--- src/rtl/spi_controller_if.sv ---
// Request handshake, status and SPI pin bundle for spi_controller.
// The controller takes the slave modport; the requester takes the master modport.
interface spi_controller_if;
  logic       req_valid;
  logic       req_ready;
  logic       req_rw;
  logic [6:0] req_addr;
  logic [7:0] req_data;
  logic       busy;
  logic       done;
  logic       SCLK;
  logic       COPI;
  logic       nCS;

  modport master (
    output req_valid, req_rw, req_addr, req_data,
    input  req_ready, busy, done, SCLK, COPI, nCS
  );

  modport slave (
    input  req_valid, req_rw, req_addr, req_data,
    output req_ready, busy, done, SCLK, COPI, nCS
  );
endinterface

--- src/rtl/spi_controller.sv ---
// Write-only SPI mode-0 initiator: one 16-bit frame {rw, addr, data} per accepted request.
// IDLE: ready | SETUP: nCS low before first SCLK | SHIFT: 16 bits | HOLD: nCS low after last SCLK | GAP: nCS high minimum
module spi_controller #(
  parameter int CLK_DIV   = 4,
  parameter int LSB_FIRST = 1,
  parameter int CS_SETUP  = 2,
  parameter int CS_HOLD   = 2,
  parameter int CS_IDLE   = 4
) (
  input  logic              clk,
  input  logic              rst_n,
  spi_controller_if.slave   bus
);

  localparam int MAXP_A = (CLK_DIV > CS_SETUP) ? CLK_DIV : CS_SETUP;
  localparam int MAXP_B = (CS_HOLD > CS_IDLE) ? CS_HOLD : CS_IDLE;
  localparam int MAXP   = (MAXP_A > MAXP_B) ? MAXP_A : MAXP_B;
  localparam int CW     = (MAXP > 1) ? $clog2(MAXP) : 1;

  localparam logic [CW-1:0] HALF_LD  = CW'(CLK_DIV - 1);
  localparam logic [CW-1:0] SETUP_LD = CW'(CS_SETUP - 1);
  localparam logic [CW-1:0] HOLD_LD  = CW'(CS_HOLD - 1);
  localparam logic [CW-1:0] IDLE_LD  = CW'(CS_IDLE - 1);

  typedef enum logic [2:0] {IDLE, SETUP, SHIFT, HOLD, GAP} state_t;

  state_t        r_state;
  logic [CW-1:0] r_cnt;
  logic [3:0]    r_bit;
  logic [15:0]   r_shift;
  logic          r_sclk;
  logic          r_copi;
  logic          r_ncs;
  logic          r_done;
  logic          r_busy;
  logic          r_ready;
  logic [15:0]   w_frame;

  // Frame bit i is the i-th bit on the wire.
  always_comb begin
    w_frame    = '0;
    w_frame[0] = bus.req_rw;
    for (int i = 0; i < 7; i++)
      w_frame[1+i] = (LSB_FIRST != 0) ? bus.req_addr[i] : bus.req_addr[6-i];
    for (int i = 0; i < 8; i++)
      w_frame[8+i] = (LSB_FIRST != 0) ? bus.req_data[i] : bus.req_data[7-i];
  end

  always_ff @(posedge clk) begin
    if (!rst_n) begin
      r_state <= IDLE;
      r_cnt   <= '0;
      r_bit   <= '0;
      r_shift <= '0;
      r_sclk  <= 1'b0;
      r_copi  <= 1'b0;
      r_ncs   <= 1'b1;
      r_done  <= 1'b0;
      r_busy  <= 1'b0;
      r_ready <= 1'b0;
    end else begin
      r_done <= 1'b0;
      case (r_state)
        IDLE: begin
          r_ready <= 1'b1;
          if (bus.req_valid && r_ready) begin
            r_state <= SETUP;
            r_ready <= 1'b0;
            r_busy  <= 1'b1;
            r_ncs   <= 1'b0;
            r_shift <= w_frame;
            r_copi  <= w_frame[0];
            r_cnt   <= SETUP_LD;
          end
        end
        SETUP: begin
          if (r_cnt == '0) begin
            r_state <= SHIFT;
            r_cnt   <= HALF_LD;
            r_bit   <= '0;
          end else begin
            r_cnt <= r_cnt - 1'b1;
          end
        end
        SHIFT: begin
          if (r_cnt != '0) begin
            r_cnt <= r_cnt - 1'b1;
          end else if (!r_sclk) begin
            r_sclk <= 1'b1;
            r_cnt  <= HALF_LD;
          end else begin
            // Falling edge: the next bit goes out in the same cycle SCLK drops.
            r_sclk <= 1'b0;
            if (r_bit == 4'd15) begin
              r_state <= HOLD;
              r_copi  <= 1'b0;
              r_cnt   <= HOLD_LD;
            end else begin
              r_bit   <= r_bit + 1'b1;
              r_shift <= {1'b0, r_shift[15:1]};
              r_copi  <= r_shift[1];
              r_cnt   <= HALF_LD;
            end
          end
        end
        HOLD: begin
          if (r_cnt == '0) begin
            r_state <= GAP;
            r_ncs   <= 1'b1;
            r_done  <= 1'b1;
            r_cnt   <= IDLE_LD;
          end else begin
            r_cnt <= r_cnt - 1'b1;
          end
        end
        GAP: begin
          if (r_cnt == '0) begin
            r_state <= IDLE;
            r_busy  <= 1'b0;
            r_ready <= 1'b1;
          end else begin
            r_cnt <= r_cnt - 1'b1;
          end
        end
        default: r_state <= IDLE;
      endcase
    end
  end

  assign bus.req_ready = r_ready;
  assign bus.busy      = r_busy;
  assign bus.done      = r_done;
  assign bus.SCLK      = r_sclk;
  assign bus.COPI      = r_copi;
  assign bus.nCS       = r_ncs;

endmodule

--- src/flat_wrapper.sv ---
// flat-port wrapper written by rule: the top's interface ports become plain ports
module spi_controller_flat 
#(
  parameter int CLK_DIV   = 4,
  parameter int LSB_FIRST = 1,
  parameter int CS_SETUP  = 2,
  parameter int CS_HOLD   = 2,
  parameter int CS_IDLE   = 4
)
  (clk, rst_n, bus_req_valid, bus_req_rw, bus_req_addr, bus_req_data, bus_req_ready, bus_busy, bus_done, bus_SCLK, bus_COPI, bus_nCS);
  spi_controller_if bus_i ();
  input  logic clk;
  input  logic rst_n;
  input wire logic [$bits(bus_i.req_valid)-1:0] bus_req_valid;
  input wire logic [$bits(bus_i.req_rw)-1:0] bus_req_rw;
  input wire logic [$bits(bus_i.req_addr)-1:0] bus_req_addr;
  input wire logic [$bits(bus_i.req_data)-1:0] bus_req_data;
  output wire logic [$bits(bus_i.req_ready)-1:0] bus_req_ready;
  output wire logic [$bits(bus_i.busy)-1:0] bus_busy;
  output wire logic [$bits(bus_i.done)-1:0] bus_done;
  output wire logic [$bits(bus_i.SCLK)-1:0] bus_SCLK;
  output wire logic [$bits(bus_i.COPI)-1:0] bus_COPI;
  output wire logic [$bits(bus_i.nCS)-1:0] bus_nCS;
  assign bus_i.req_valid = bus_req_valid;
  assign bus_i.req_rw = bus_req_rw;
  assign bus_i.req_addr = bus_req_addr;
  assign bus_i.req_data = bus_req_data;
  assign bus_req_ready = bus_i.req_ready;
  assign bus_busy = bus_i.busy;
  assign bus_done = bus_i.done;
  assign bus_SCLK = bus_i.SCLK;
  assign bus_COPI = bus_i.COPI;
  assign bus_nCS = bus_i.nCS;
  spi_controller #(.CLK_DIV(CLK_DIV), .LSB_FIRST(LSB_FIRST), .CS_SETUP(CS_SETUP), .CS_HOLD(CS_HOLD), .CS_IDLE(CS_IDLE)) u_core (.clk(clk), .rst_n(rst_n), .bus(bus_i));
endmodule
--- config.mk ---
export PLATFORM = sky130hd
export DESIGN_NAME = spi_controller_flat
export DESIGN_NICKNAME = d
export VERILOG_FILES = /design/src/rtl/spi_controller_if.sv /design/src/rtl/spi_controller.sv /design/src/flat_wrapper.sv
export SDC_FILE = /design/constraint.sdc
export NUM_CORES = 1
export LEC_CHECK = 0
export ABC_CLOCK_PERIOD_IN_PS = 4950
export BUFFER_PORTS_ARGS = -buffer_cell sky130_fd_sc_hd__buf_2
export CAP_MARGIN = 5
export CORE_ASPECT_RATIO = 0.8
export CORE_UTILIZATION = 40
export DETAILED_ROUTE_END_ITERATION = 8
export PLACE_DENSITY = 0.56
export SETUP_SLACK_MARGIN = 0.05
export SLEW_MARGIN = 10
export SYNTH_ARGS = -nofsm -noshare
export SYNTH_HDL_FRONTEND = slang
export SYNTH_SLANG_ARGS = --single-unit
--- constraint.sdc ---
create_clock -name clk -period 4.95 [get_ports clk]
set_input_delay 0.495 -clock clk [delete_from_list [all_inputs] [get_ports clk]]
set_output_delay 0.495 -clock clk [all_outputs]
set_load 0.05 [all_outputs]
After elaboration in Yosys (flattened, before gate mapping)
Index checks and enable logic that the tools add are counted.

Bits in registers: 31. Input port bits: 19. Logic and storage cells: 87.

Add/sub/neg operators: 2. Multiplexer cells: 40. Bitwise gates (word level): 1. Reductions and logical operators: 20. Eq/ne operators: 14.

Operator list (count): two-way mux 16 bit (4); case mux 16 bit (2 select lines) (1); two-way mux 3 bit (7); two-way mux 4 bit (4); case mux 3 bit (5 select lines) (1); two-way mux 2 bit (6); != test 2 x 1 -> 1 bit, second input constant (6); two-way mux 1 bit (11); AND reduction 5 bit (2); nonzero test 2 bit (5); AND reduction 3 bit (3); case mux 1 bit (2 select lines) (4); case mux 2 bit (4 select lines) (1); case mux 4 bit (2 select lines) (1); AND reduction 7 bit (1); equality test 3 x 2 -> 1 bit, second input constant (2); != test 2 bit, second input constant (3); AND reduction 2 bit (3); adder 4 x 1 -> 4 bit, second input constant (1); equality test 4 bit, second input constant (1); AND reduction 4 bit (1); nonzero test 4 bit (1); equality test 3 x 1 -> 1 bit, second input constant (1); equality test 3 bit, second input constant (1); 6 further kinds (6).

Longest topological paths before layout
Gate-level depths: netlist of run 1.

Depth after elaboration: 5. Depth in mapped cells: 7. Mapped depth without buffers: 6.

Worst setup path after synthesis of run 1
OpenSTA, ideal clock, no wires.

Path kind: register to register. Start: register u_core.r_ready, in the netlist u_core.bus.req_ready. End: register u_core.r_shift[15]. Arrival: 1756 ps. Clock period less this slack: 1878 ps. Path slack: 3072 ps. Buffers on the path: 1. Setup time: 122 ps. Cell stages (with the launch flop): 6. Data required time: 4828 ps. Cell sequence: dfxtp_1 nand2_1 o32ai_4 a21boi_4 buf_6 o21ai_0.

Longest elaborated chain between the ends: 3.

RTL lines: start, declared (line spi_controller.sv:36) `logic r_ready;`; start signal, assigned (line spi_controller.sv:60) `r_ready <= 1'b0;`; start signal, assigned (line spi_controller.sv:65) `r_ready <= 1'b1;`; start signal, assigned (line spi_controller.sv:68) `r_ready <= 1'b0;`; logical AND 1 bit (line spi_controller.sv:66) `if (bus.req_valid && r_ready) begin`; != test 2 x 1 -> 1 bit (no source line); AND reduction 5 bit (no source line); end signal, assigned (line spi_controller.sv:71) `r_shift <= w_frame;`; end signal, assigned (line spi_controller.sv:100) `r_shift <= {1'b0, r_shift[15:1]};`; end, declared (line spi_controller.sv:30) `logic [15:0] r_shift;`.

Every way passes these cells. A chain may end at the register's enable or synchronous reset.

Worst setup path after layout of run 1
Start: register u_core.r_state[1]. End: register u_core.r_shift[15].

Longest elaborated chain between the ends: 3. Elaborated cells on any way between the ends: 9. Classes of those cells: eq/ne (5); mux (1); reduce/logical (3).

RTL lines: start, declared (line spi_controller.sv:27) `state_t r_state;`; start signal, assigned (line spi_controller.sv:51) `r_state <= IDLE;`; start signal, assigned (line spi_controller.sv:67) `r_state <= SETUP;`; start signal, assigned (line spi_controller.sv:78) `r_state <= SHIFT;`; equality test 3 x 2 -> 1 bit or logical NOT 3 bit (tied branches) (line spi_controller.sv:63) `case (r_state)`; != test 2 x 1 -> 1 bit (no source line) (tied with other cells); AND reduction 5 bit (no source line).

Parallel ways exist; a longest one is shown, timed or not.

==> impl_metrics.py, run 1 <==
metrics = {
    "setup_path": {
        "path_max_fanout": 20,
        "r2r_setup_slack_ns": 2.73,
        "cp-start-kind": "register",
        "cp-startpoint": "u_core.r_state[1]$_SDFFE_PN0P_",
        "crit_arrival_ns": 2.37,
        "worstSetupPathType": "reg -> reg",
        "ff2ff_path_depth": 4,
        "end_kind": "register",
        "crit_path_end": "u_core.r_shift[15]$_SDFFE_PN0P_",
        "timing.rr.start": "u_core.r_state[1]$_SDFFE_PN0P_",
        "cp.required_ns": 5.11,
        "crit-reg2reg-capture": "u_core.r_shift[15]$_SDFFE_PN0P_",
    },
    "final_layout": {
        "antenna_cells": 0,
        "multiInputGateArea_um2": 835,
        "seq_area_um2": 601,
        "nFillCells": 370,
        "area_growth_pct": 11.3,
        "final_common_cell": "dfxtp_1",
        "drive_gt1_frac": 0.188,
        "mostFrequentLayoutCells": "dfxtp_1, nor2_1, buf_2",
        "final_nets": 218,
    },
    "clocking": {
        "clkTransAtPathRegs_ns": 0.06,
        "postCtsHoldBufs": 0,
        "h-tree-depth": 2,
        "clock_sinks": 30,
        "tritoncts": "done",
        "cts-root-buf": "clkbuf_8",
        "cts_buffers": 5,
        "cts.path.max_buffers": 2,
        "cts_resized": 0,
        "post-cts-setup-buffer-count": 0,
        "insertion_delay_ns": 0.29,
    },
    "timing": {
        "finalHoldViolations": 0,
        "fin_crit_sh": 0.448,
        "setup_violations": 0,
        "setup_ws_ns": 2.73,
        "fin_worst_skew_ns": 0.00539,
        "setup_tns_ns": 0,
        "final_max_slew_viol_count": 0,
        "fmax_mhz": 451,
        "relSlewSlack": 0.255,
        "worst_pin_slew_ns": 1.11,
        "rsz0062_at_grt": "false",
        "period_minus_slack_ns": 2.22,
    },
    "detailed_routing": {
        "wl_met3_um": 151,
        "topRoutingLayerUsed": "met4",
        "wirelength_um": 3430,
        "drt_first_pass_iters": 4,
        "met2WireLength_um": 1380,
        "drc": 0,
        "drtIter0Drc": 92,
        "vias_per_cell": 5.68,
        "ant_nets": 0,
        "wl_per_cell_um": 14.4,
        "drt-met1-wl_um": 1830,
        "vias": 1357,
    },
    "synth": {
        "synth_cell_types": 41,
        "syn_area_um2": 1550,
        "syn_area_per_cell_um2": 8.69,
        "synth_seq_cells": 30,
        "seq_area_frac_synth": 0.388,
        "syn_nets": 200,
        "synthCells": 178,
        "yosys_warnings": 0,
    },
    "pwr": {
        "seqPwrFrac": 0.430,
        "combinationalPowerShare": 0.283,
        "clockPowerShare": 0.287,
        "swShare": 0.347,
        "finalPower_mw": 0.720,
        "intPower_mw": 0.471,
        "vdd_drop_max_uv": 216,
        "p_per_area_nw_per_um2": 418,
        "leakage_nw": 0.796,
        "p_switching_mw": 0.250,
    },
    "placed_design": {
        "dp_slack_ns": 2.72,
        "place_congestion": 0.810,
        "dp_hpwl_um": 2290,
        "numPortBuffers": 24,
    },
    "floorplan": {
        "core_area_um2": 3570,
        "io_pins": 25,
        "dieArea_um2": 4120,
        "std_cell_rows": 19,
        "die_x_um": 71.5,
        "start_util": 0.434,
        "dieHeight_um": 57.6,
    },
    "grt": {
        "overflow": 0,
        "antenna_found_initial": 0,
        "grt_max_degree": 24,
        "track_usage": 0.184,
        "grt_pass1_wl_um": 5770,
        "grt_pass1_vias": 1250,
    },
    "job": {
        "maxCapViolations": 0,
    },
    "status": {
        "outcome": "complete, no violations",
    },
    "worst_hold_path": {
        "hold_class": "in -> reg",
    },
}
final cells by class:
| class | count | share of cell area |
|---|---|---|
| Clock buffer | 7 | 0.0501 |
| Clock inverter | 1 | 0.00291 |
| Inverter | 6 | 0.0131 |
| Multi-Input combinational cell | 129 | 0.485 |
| Sequential cell | 30 | 0.349 |
| Tap cell | 42 | 0.0305 |
| Timing Repair Buffer | 24 | 0.0698 |
cell families (layout without fill, tap and decap cells):
| family | after synthesis | count (layout) | synth area share |
|---|---|---|---|
| buffers and inverters | 19 | 38 | 0.0720 |
| muxes | 1 | 1 | 0.00647 |
| xor gates and xnor gates | 5 | 5 | 0.0283 |
| adders and majority gates | 3 | 3 | 0.0243 |
| and+or+nand+nor | 68 | 68 | 0.217 |
| AOI/OAI and AO/OA | 52 | 52 | 0.264 |
| DFF | 30 | 30 | 0.388 |
synthesized netlist by cell type:
master | n | area [um^2]
o2111a_1 | 1 | 11.3
or2b_1 | 1 | 7.51
nor3_1 | 20 | 100
nand4_1 | 1 | 6.26
or3b_4 | 1 | 11.3
a22oi_1 | 1 | 7.51
or3_4 | 1 | 11.3
nor3b_2 | 1 | 12.5
o41ai_1 | 1 | 8.76
xor2_1 | 2 | 17.5
o31a_1 | 1 | 8.76
nor4_2 | 1 | 12.5
mux2i_1 | 1 | 10.0
xnor2_1 | 3 | 26.3
and2_1 | 1 | 6.26
buf_2 | 2 | 10.0
a21boi_4 | 1 | 18.8
o21ai_0 | 17 | 85.1
a2111oi_0 | 1 | 8.76
and3_1 | 1 | 6.26
o221ai_1 | 1 | 8.76
inv_1 | 6 | 22.5
buf_1 | 1 | 3.75
nor2_1 | 25 | 93.8
or2_1 | 1 | 6.26
o32ai_4 | 1 | 27.5
o211a_1 | 14 | 140
o32a_1 | 1 | 10.0
a21oi_1 | 5 | 25.0
ha_1 | 3 | 37.5
nand2b_1 | 2 | 12.5
o22ai_1 | 1 | 6.26
clkbuf_1 | 5 | 18.8
nand2_1 | 10 | 37.5
nor4_1 | 1 | 6.26
o21bai_1 | 1 | 7.51
dfxtp_1 | 30 | 601
buf_6 | 5 | 56.3
a31oi_1 | 3 | 18.8
a211oi_1 | 2 | 15.0
nand3_1 | 1 | 5.00
critical path: stages, from the launching register on:
cell and delay (ns):
dfxtp_1 0.50, or3b_4 0.56, o32ai_4 0.36, a21boi_4 0.51, o21ai_0 0.15
power groups by stage:
stage | registers, mW | logic [mW] | clock network, mW
6_report | 0.310 | 0.204 | 0.206
5_1_grt | 0.315 | 0.227 | 0.221
4_1_cts | 0.309 | 0.204 | 0.211
3_5_place_dp | 0.314 | 0.204 | 0
3_3_place_gp | 0.313 | 0.200 | 0
2_1_floorplan | 0.327 | 0.157 | 0
how the worst min path moves through the flow:
stage,from,cells after the start,end
2_1_floorplan,u_core.r_shift[15]$_SDFFE_PN0P_,2,u_core.r_shift[15]$_SDFFE_PN0P_
3_3_place_gp,u_core.r_shift[15]$_SDFFE_PN0P_,2,u_core.r_shift[15]$_SDFFE_PN0P_
3_5_place_dp,u_core.r_shift[15]$_SDFFE_PN0P_,2,u_core.r_shift[15]$_SDFFE_PN0P_
4_1_cts,bus_req_data[7],3,u_core.r_shift[15]$_SDFFE_PN0P_
5_1_grt,bus_req_data[7],3,u_core.r_shift[15]$_SDFFE_PN0P_
6_report,bus_req_data[7],3,u_core.r_shift[15]$_SDFFE_PN0P_
layer usage:
layer,vias to the layer above,GRT usage
met3,8,0.0504
met4,0,0.0924
met5,-,0
li1,677,-
met2,34,0.265
met1,638,0.254
metrics by stage:
step	util	std cells	hold WS, ns	instance area, um^2
floorplan	-	178	0.437	1550
global placement	0.457	231	0.459	1630
detailed placement	0.457	231	0.462	1630
CTS	0.483	239	0.451	1720
global route	0.483	239	0.499	1720
finish	0.483	239	0.460	1720
flip-flops by register name (all words and copies together), names as in the netlist:
signal / flops
u_core.r_cnt: 2
u_core.bus.COPI: 1
u_core.bus.busy: 1
u_core.r_state: 3
u_core.r_bit: 4
u_core.bus.nCS: 1
u_core.bus.done: 1
u_core.bus.req_ready: 1
u_core.r_shift: 15
u_core.bus.SCLK: 1
No activity file was read; power rests on OpenSTA's default activity.
==> inputs of run 2 (changes only) <==
Settings changed: ABC_AREA set to 1, ABC_CLOCK_PERIOD_IN_PS 4950 to 2100.
Clock period 4.95 ns to 2.1 ns, I/O delays scaled along.
==> run 2 against run 1 <==
  * Clock skew is 0.0017 ns higher
  * Sequential power grew to 2.7 times the previous value
  * Critical path depth is 3 higher
  * Fmax is 31% higher
  * Critical path type unchanged
  * Critical endpoint is now u_core.r_bit[3]$_SDFFE_PN0P_
==> impl_metrics.py, run 2 <==
metrics = {
    "grt": {
        "overflow": 0,
        "grt_max_degree": 24,
        "antenna_found_initial": 0,
        "track_usage": 0.185,
        "grt_pass1_wl_um": 5880,
        "grt_pass1_vias": 1297,
    },
    "pwr": {
        "finalPower_mw": 2.43,
        "p_per_area_nw_per_um2": 1330,
        "clockPowerShare": 0.234,
        "combinationalPowerShare": 0.420,
        "intPower_mw": 1.39,
        "p_switching_mw": 1.03,
        "vdd_drop_max_uv": 545,
        "swShare": 0.426,
        "leakage_nw": 0.916,
        "seqPwrFrac": 0.346,
    },
    "final_layout": {
        "multiInputGateArea_um2": 847,
        "mostFrequentLayoutCells": "nand2_1, nor2_1, dfxtp_1",
        "nFillCells": 397,
        "reg_top3": "u_core.r_shift: 15 flops, u_core.r_bit: 4 flops, u_core.r_state: 3 flops",
        "instances_no_fill": 315,
        "largest_reg_flops": 15,
        "seq_area_um2": 601,
        "drive_gt1_frac": 0.175,
        "largest-register": "u_core.r_shift",
        "final_nets": 284,
        "antenna_cells": 0,
        "final_common_cell": "nand2_1",
        "area_growth_pct": 15.5,
        "fin_area_um2": 1820,
        "final_core_utilization": 0.506,
    },
    "synth": {
        "syn_area_per_cell_um2": 6.64,
        "yosys-top-cells-area": "dfxtp_1, nand2_1, nor2_1, o21ai_0, nand3_1",
        "synthCells": 237,
        "synth_common_cells": "nand2_1, nor2_1, dfxtp_1",
        "async_flop_share": 0,
        "syn_nets": 259,
        "synth_cell_types": 27,
        "yosys_warnings": 0,
        "syn_area_um2": 1570,
        "yosysMostFrequentCell": "nand2_1",
        "synth_seq_cells": 30,
        "dominantRegCellSynth": "dfxtp_1",
        "seq_area_frac_synth": 0.382,
        "synth.top_cell.area_share": 0.382,
        "yosys.area.top_type": "dfxtp_1",
        "synth_edf_count": 0,
    },
    "floorplan": {
        "io_pins": 25,
        "dieHeight_um": 58.1,
        "core_area_um2": 3590,
        "die_x_um": 72.1,
        "dieArea_um2": 4190,
        "std_cell_rows": 19,
        "start_util": 0.438,
    },
    "setup_path": {
        "worstSetupPathType": "reg -> reg",
        "cp_top_family": "simple AND/OR/NAND/NOR gates",
        "cp_slowest_cell": "dfxtp_1",
        "cp-start-kind": "register",
        "path_max_fanout": 16,
        "end_kind": "register",
        "critical-path-max-stage-delay_ns": 0.44,
        "cp.required_ns": 2.31,
        "crit_buf_inv": 0,
        "crit_arrival_ns": 1.90,
        "worst_path_most_repeated_cell": "nand2_1",
        "crit_chain": "nor2_4, nand2_2, nand2_1, nand2_1, nor2_2, nand2_1, a21oi_1",
    },
    "placed_design": {
        "place_congestion": 0.821,
        "dpl_cell_area_um2": 1710,
        "numPortBuffers": 24,
        "dp_hpwl_um": 2390,
        "dp_slack_ns": 0.436,
        "dp.cells": 307,
    },
    "timing": {
        "setup_tns_ns": 0,
        "finalHoldViolations": 0,
        "fin_crit_sh": 0.804,
        "setup_violations": 0,
        "fmax_mhz": 592,
        "fin_worst_skew_ns": 0.00707,
        "worst_pin_slew_ns": 0.446,
        "final_max_slew_viol_count": 0,
        "hold_slack_ns": 0.163,
        "period_minus_slack_ns": 1.69,
        "rsz0062_at_grt": "false",
        "relSlewSlack": 0.702,
        "setup_ws_ns": 0.412,
    },
    "detailed_routing": {
        "drtIter0Drc": 57,
        "drt_first_pass_iters": 4,
        "drc": 0,
        "vias": 1459,
        "vias_per_cell": 4.63,
        "wirelength_um": 3440,
        "ant_nets": 0,
        "wl_per_cell_um": 10.9,
    },
    "status": {
        "outcome": "complete, no violations",
    },
    "clocking": {
        "post-cts-setup-buffer-count": 0,
        "tritoncts": "done",
        "insertion_delay_ns": 0.28,
        "clkTransAtPathRegs_ns": 0.07,
        "cts.path.max_buffers": 2,
        "cts_resized": 0,
        "cts_buffers": 5,
        "cts-root-buf": "clkbuf_8",
        "postCtsHoldBufs": 0,
        "clock_sinks": 30,
        "h-tree-depth": 2,
    },
    "worst_hold_path": {
        "hold_class": "in -> reg",
    },
    "job": {
        "maxCapViolations": 0,
    },
}
run 2: changes by cell type in the layout (fill, tap and decap cells not counted), moves of 3 or more:
| cell | change |
|---|---|
| nand2_1 | +65 |
| nor2_1 | +20 |
| nor3_1 | -19 |
| o211a_1 | -14 |
| nand3_1 | +13 |
| inv_1 | +8 |
| o21ai_0 | +5 |
| a21oi_1 | +3 |
| xnor2_1 | -3 |
run 2: per-layer routing:
metal	part of all wire	vias up	track usage
li1	-	805	-
met1	0.55	626	0.269
met2	0.40	23	0.260
met5	0	-	0
met3	0.040	5	0.0504
met4	0.012	0	0.0672
run 2: logic make-up after synthesis:
group                      count (synthesis)  share of synthesized area
AOI/OAI and AO/OA                         32                      0.105
DFF                                       30                      0.382
and+or+nand+nor                          148                      0.410
buffers and inverters                     24                     0.0796
adders and majority gates                  3                     0.0239
run 2: cell type report:
class | count | area share
sequential | 30 | 0.331
timing repair buffer | 26 | 0.0744
inverter | 16 | 0.0331
tap | 52 | 0.0358
clock inverter | 3 | 0.0220
clock buffer | 5 | 0.0379
multi-input combinational | 183 | 0.466
run 2: path summary, 6_finish.rpt:
check / end / cells past startpoint / from / slack (ns)
hold / removal: u_core.r_shift[15]$_SDFFE_PN0P_ / 3 / bus_req_data[7] / 0.16
hold reg to reg: u_core.r_cnt[0]$_SDFFE_PN0P_ / 2 / u_core.r_cnt[0]$_SDFFE_PN0P_ / 0.48
setup reg to reg: u_core.r_bit[3]$_SDFFE_PN0P_ / 7 / u_core.r_state[2]$_SDFFE_PN0P_ / 0.41
setup / recovery: u_core.r_bit[3]$_SDFFE_PN0P_ / 7 / u_core.r_state[2]$_SDFFE_PN0P_ / 0.41
run 2: power by group through the flow:
stage	clock [mW]	sequential (mW)	combinational [mW]
global route	0.614	0.858	1.17
detailed placement	0	0.848	1.02
finish	0.568	0.838	1.02
global placement	0	0.847	1.03
CTS	0.590	0.836	1.02
floorplan	0	0.944	0.734
run 2: tightest hold or removal path, delay by kind of cell:
family | cells | cell delay, ns
AND/OR/NAND/NOR | 1 | 0.07
AO/OA/AOI/OAI | 1 | 0.05
buffers and inverters | 1 | 0.07
==> inputs of run 3 (changes only) <==
Settings changed: ABC_CLOCK_PERIOD_IN_PS 2100 to 1400, PLACE_DENSITY 0.56 to 0.58.
Clock period 2.1 ns to 1.4 ns, I/O delays scaled along.
==> run 3 against run 2 <==
  * Utilization up 7.7 points
  * Sequential power up 54%
  * Cell area up 15%
  * Die area unchanged
  * Clock skew down 0.0022 ns
==> impl_metrics.py, run 3 (synthesis gave the netlist of run 2 again) <==
metrics = {
    "timing": {
        "setup_violations": 0,
        "fin_worst_skew_ns": 0.00488,
        "rsz0062_at_grt": "true",
        "finalHoldViolations": 0,
        "period_minus_slack_ns": 1.29,
        "fin_crit_sh": 0.925,
        "fmax_mhz": 773,
        "final_max_slew_viol_count": 0,
        "relSlewSlack": 0.802,
        "worst_pin_slew_ns": 0.295,
    },
    "placed_design": {
        "dpl_cell_area_um2": 1870,
        "place_congestion": 0.820,
        "dp_hpwl_um": 2700,
        "numPortBuffers": 24,
    },
    "worst_hold_path": {
        "min_to": "u_core.r_shift[15]$_SDFFE_PN0P_",
        "hold_class": "in -> reg",
        "hold_depth": 3,
        "min_from": "bus_req_data[7]",
    },
    "final_layout": {
        "final_common_cell": "nand2_1",
        "area_growth_pct": 33.1,
        "final_nets": 306,
        "largest-register": "u_core.r_shift",
        "fin_area_um2": 2090,
        "mostFrequentLayoutCells": "nand2_1, nor2_1, buf_2",
        "drive_gt1_frac": 0.347,
        "antenna_cells": 0,
        "largest_reg_flops": 15,
        "reg_top3": "u_core.r_shift: 15 flops, u_core.r_bit: 4 flops, u_core.r_state: 3 flops",
    },
    "detailed_routing": {
        "drc": 0,
        "drtIter0Drc": 94,
        "wl_per_cell_um": 11.5,
        "ant_nets": 0,
        "wirelength_um": 3880,
        "vias": 1575,
        "vias_per_cell": 4.67,
        "drt_first_pass_iters": 4,
    },
    "setup_path": {
        "crit_buf_inv": 3,
        "path_max_fanout": 7,
        "cp.required_ns": 1.58,
        "cp_top_family": "flip-flops",
        "end_kind": "register",
        "worstSetupPathType": "reg -> reg",
        "crit-reg2reg-capture": "u_core.r_shift[14]$_SDFFE_PN0P_",
        "crit_chain": "inv_4, ha_4, nand2_2, inv_2, nand3_2, nand2_4, buf_4, o21ai_1, nor2_1",
        "critical-path-max-stage-delay_ns": 0.35,
        "r2r_setup_slack_ns": 0.11,
        "ff2ff_path_depth": 9,
        "cp-start-kind": "register",
        "cp_slowest_cell": "dfxtp_2",
        "crit_arrival_ns": 1.48,
        "timing.rr.start": "u_core.r_cnt[0]$_SDFFE_PN0P_",
    },
    "floorplan": {
        "core_area_um2": 3590,
        "std_cell_rows": 19,
        "io_pins": 25,
        "die_x_um": 72.1,
        "dieHeight_um": 58.1,
        "start_util": 0.438,
        "dieArea_um2": 4190,
    },
    "grt": {
        "antenna_found_initial": 0,
        "overflow": 0,
        "grt_pass1_vias": 1372,
        "grt_max_degree": 24,
        "grt_pass1_wl_um": 6220,
        "track_usage": 0.195,
    },
    "pwr": {
        "p_per_area_nw_per_um2": 1950,
        "seqPwrFrac": 0.315,
        "clockPowerShare": 0.177,
        "p_switching_mw": 1.77,
        "leakage_nw": 1.03,
        "finalPower_mw": 4.09,
        "vdd_drop_max_uv": 1210,
        "intPower_mw": 2.32,
        "combinationalPowerShare": 0.508,
        "swShare": 0.432,
    },
    "status": {
        "outcome": "complete, no violations",
    },
    "clocking": {
        "cts_buffers": 5,
        "h-tree-depth": 2,
        "cts-root-buf": "clkbuf_8",
        "cts.path.max_buffers": 2,
        "clkTransAtPathRegs_ns": 0.06,
        "clock_sinks": 30,
        "postCtsHoldBufs": 0,
        "insertion_delay_ns": 0.28,
        "tritoncts": "done",
    },
    "job": {
        "maxCapViolations": 0,
    },
}
run 3: cell type report:
| type | instances | area [um^2] |
|---|---|---|
| Clock buffer | 7 | 86.3 |
| Clock inverter | 1 | 5.00 |
| Fill cell | 367 | 1500 |
| Inverter | 16 | 70.1 |
| Multi-Input combinational cell | 183 | 951 |
| Sequential cell | 30 | 612 |
| Tap cell | 52 | 65.1 |
| Timing Repair Buffer | 48 | 304 |
run 3: power groups by stage:
stage / registers, mW / logic, mW / clock network (mW)
2_1_floorplan: 1.42 / 1.10 / 0
3_3_place_gp: 1.26 / 1.79 / 0
3_5_place_dp: 1.26 / 1.79 / 0
4_1_cts: 1.25 / 1.85 / 0.747
5_1_grt: 1.31 / 2.29 / 0.783
6_report: 1.29 / 2.08 / 0.725
run 3: layer usage:
layer,global-route usage,share of wire,vias up
met2,0.272,0.42,37
met1,0.285,0.53,679
met4,0.0756,0.018,0
li1,-,-,850
met3,0.0522,0.040,9
met5,0,0,-
run 3: per-stage QoR:
step	setup WS, ns	hold WS [ns]	util	TNS, ns	cells
after global placement	0.00273	0.379	0.520	0	328
after CTS	0.0596	0.0880	0.552	0	336
after detailed placement	-0.0141	0.384	0.520	-0.0181	328
after floorplan	0.0596	0.271	-	0	237
final	0.106	0.0822	0.583	0	337
after global routing	0.0508	0.102	0.583	0	337
run 3: how the worst max path moves through the flow:
stage / slack, ns / startpoint / endpoint / cells past startpoint
4_1_cts: 0.06 / u_core.r_cnt[0]$_SDFFE_PN0P_ / u_core.r_state[1]$_SDFFE_PN0P_ / 10
3_3_place_gp: 0.003 / u_core.r_cnt[1]$_SDFFE_PN0P_ / u_core.r_shift[15]$_SDFFE_PN0P_ / 9
5_1_grt: 0.05 / u_core.r_cnt[0]$_SDFFE_PN0P_ / u_core.r_shift[2]$_SDFFE_PN0P_ / 9
2_1_floorplan: 0.06 / u_core.r_cnt[0]$_SDFFE_PN0P_ / u_core.r_shift[10]$_SDFFE_PN0P_ / 10
3_5_place_dp: -0.01 / u_core.r_cnt[1]$_SDFFE_PN0P_ / u_core.r_bit[2]$_SDFFE_PN0P_ / 9
6_report: 0.11 / u_core.r_cnt[0]$_SDFFE_PN0P_ / u_core.r_shift[14]$_SDFFE_PN0P_ / 9
run 3: timing repair:
action / in CTS / in global routing
gates resized for setup: 15 / 39
buffers inserted: 0 / 1
setup endpoints to repair: 20 / 23
pin swaps: 3 / 7
run 3: worst register-to-register path, delay by kind of cell (launching register included):
kind,cells,cell delay [ns]
simple gates,4,0.31
fa+ha+maj,1,0.15
compound gates,1,0.12
flops,1,0.35
buf+inv,3,0.26
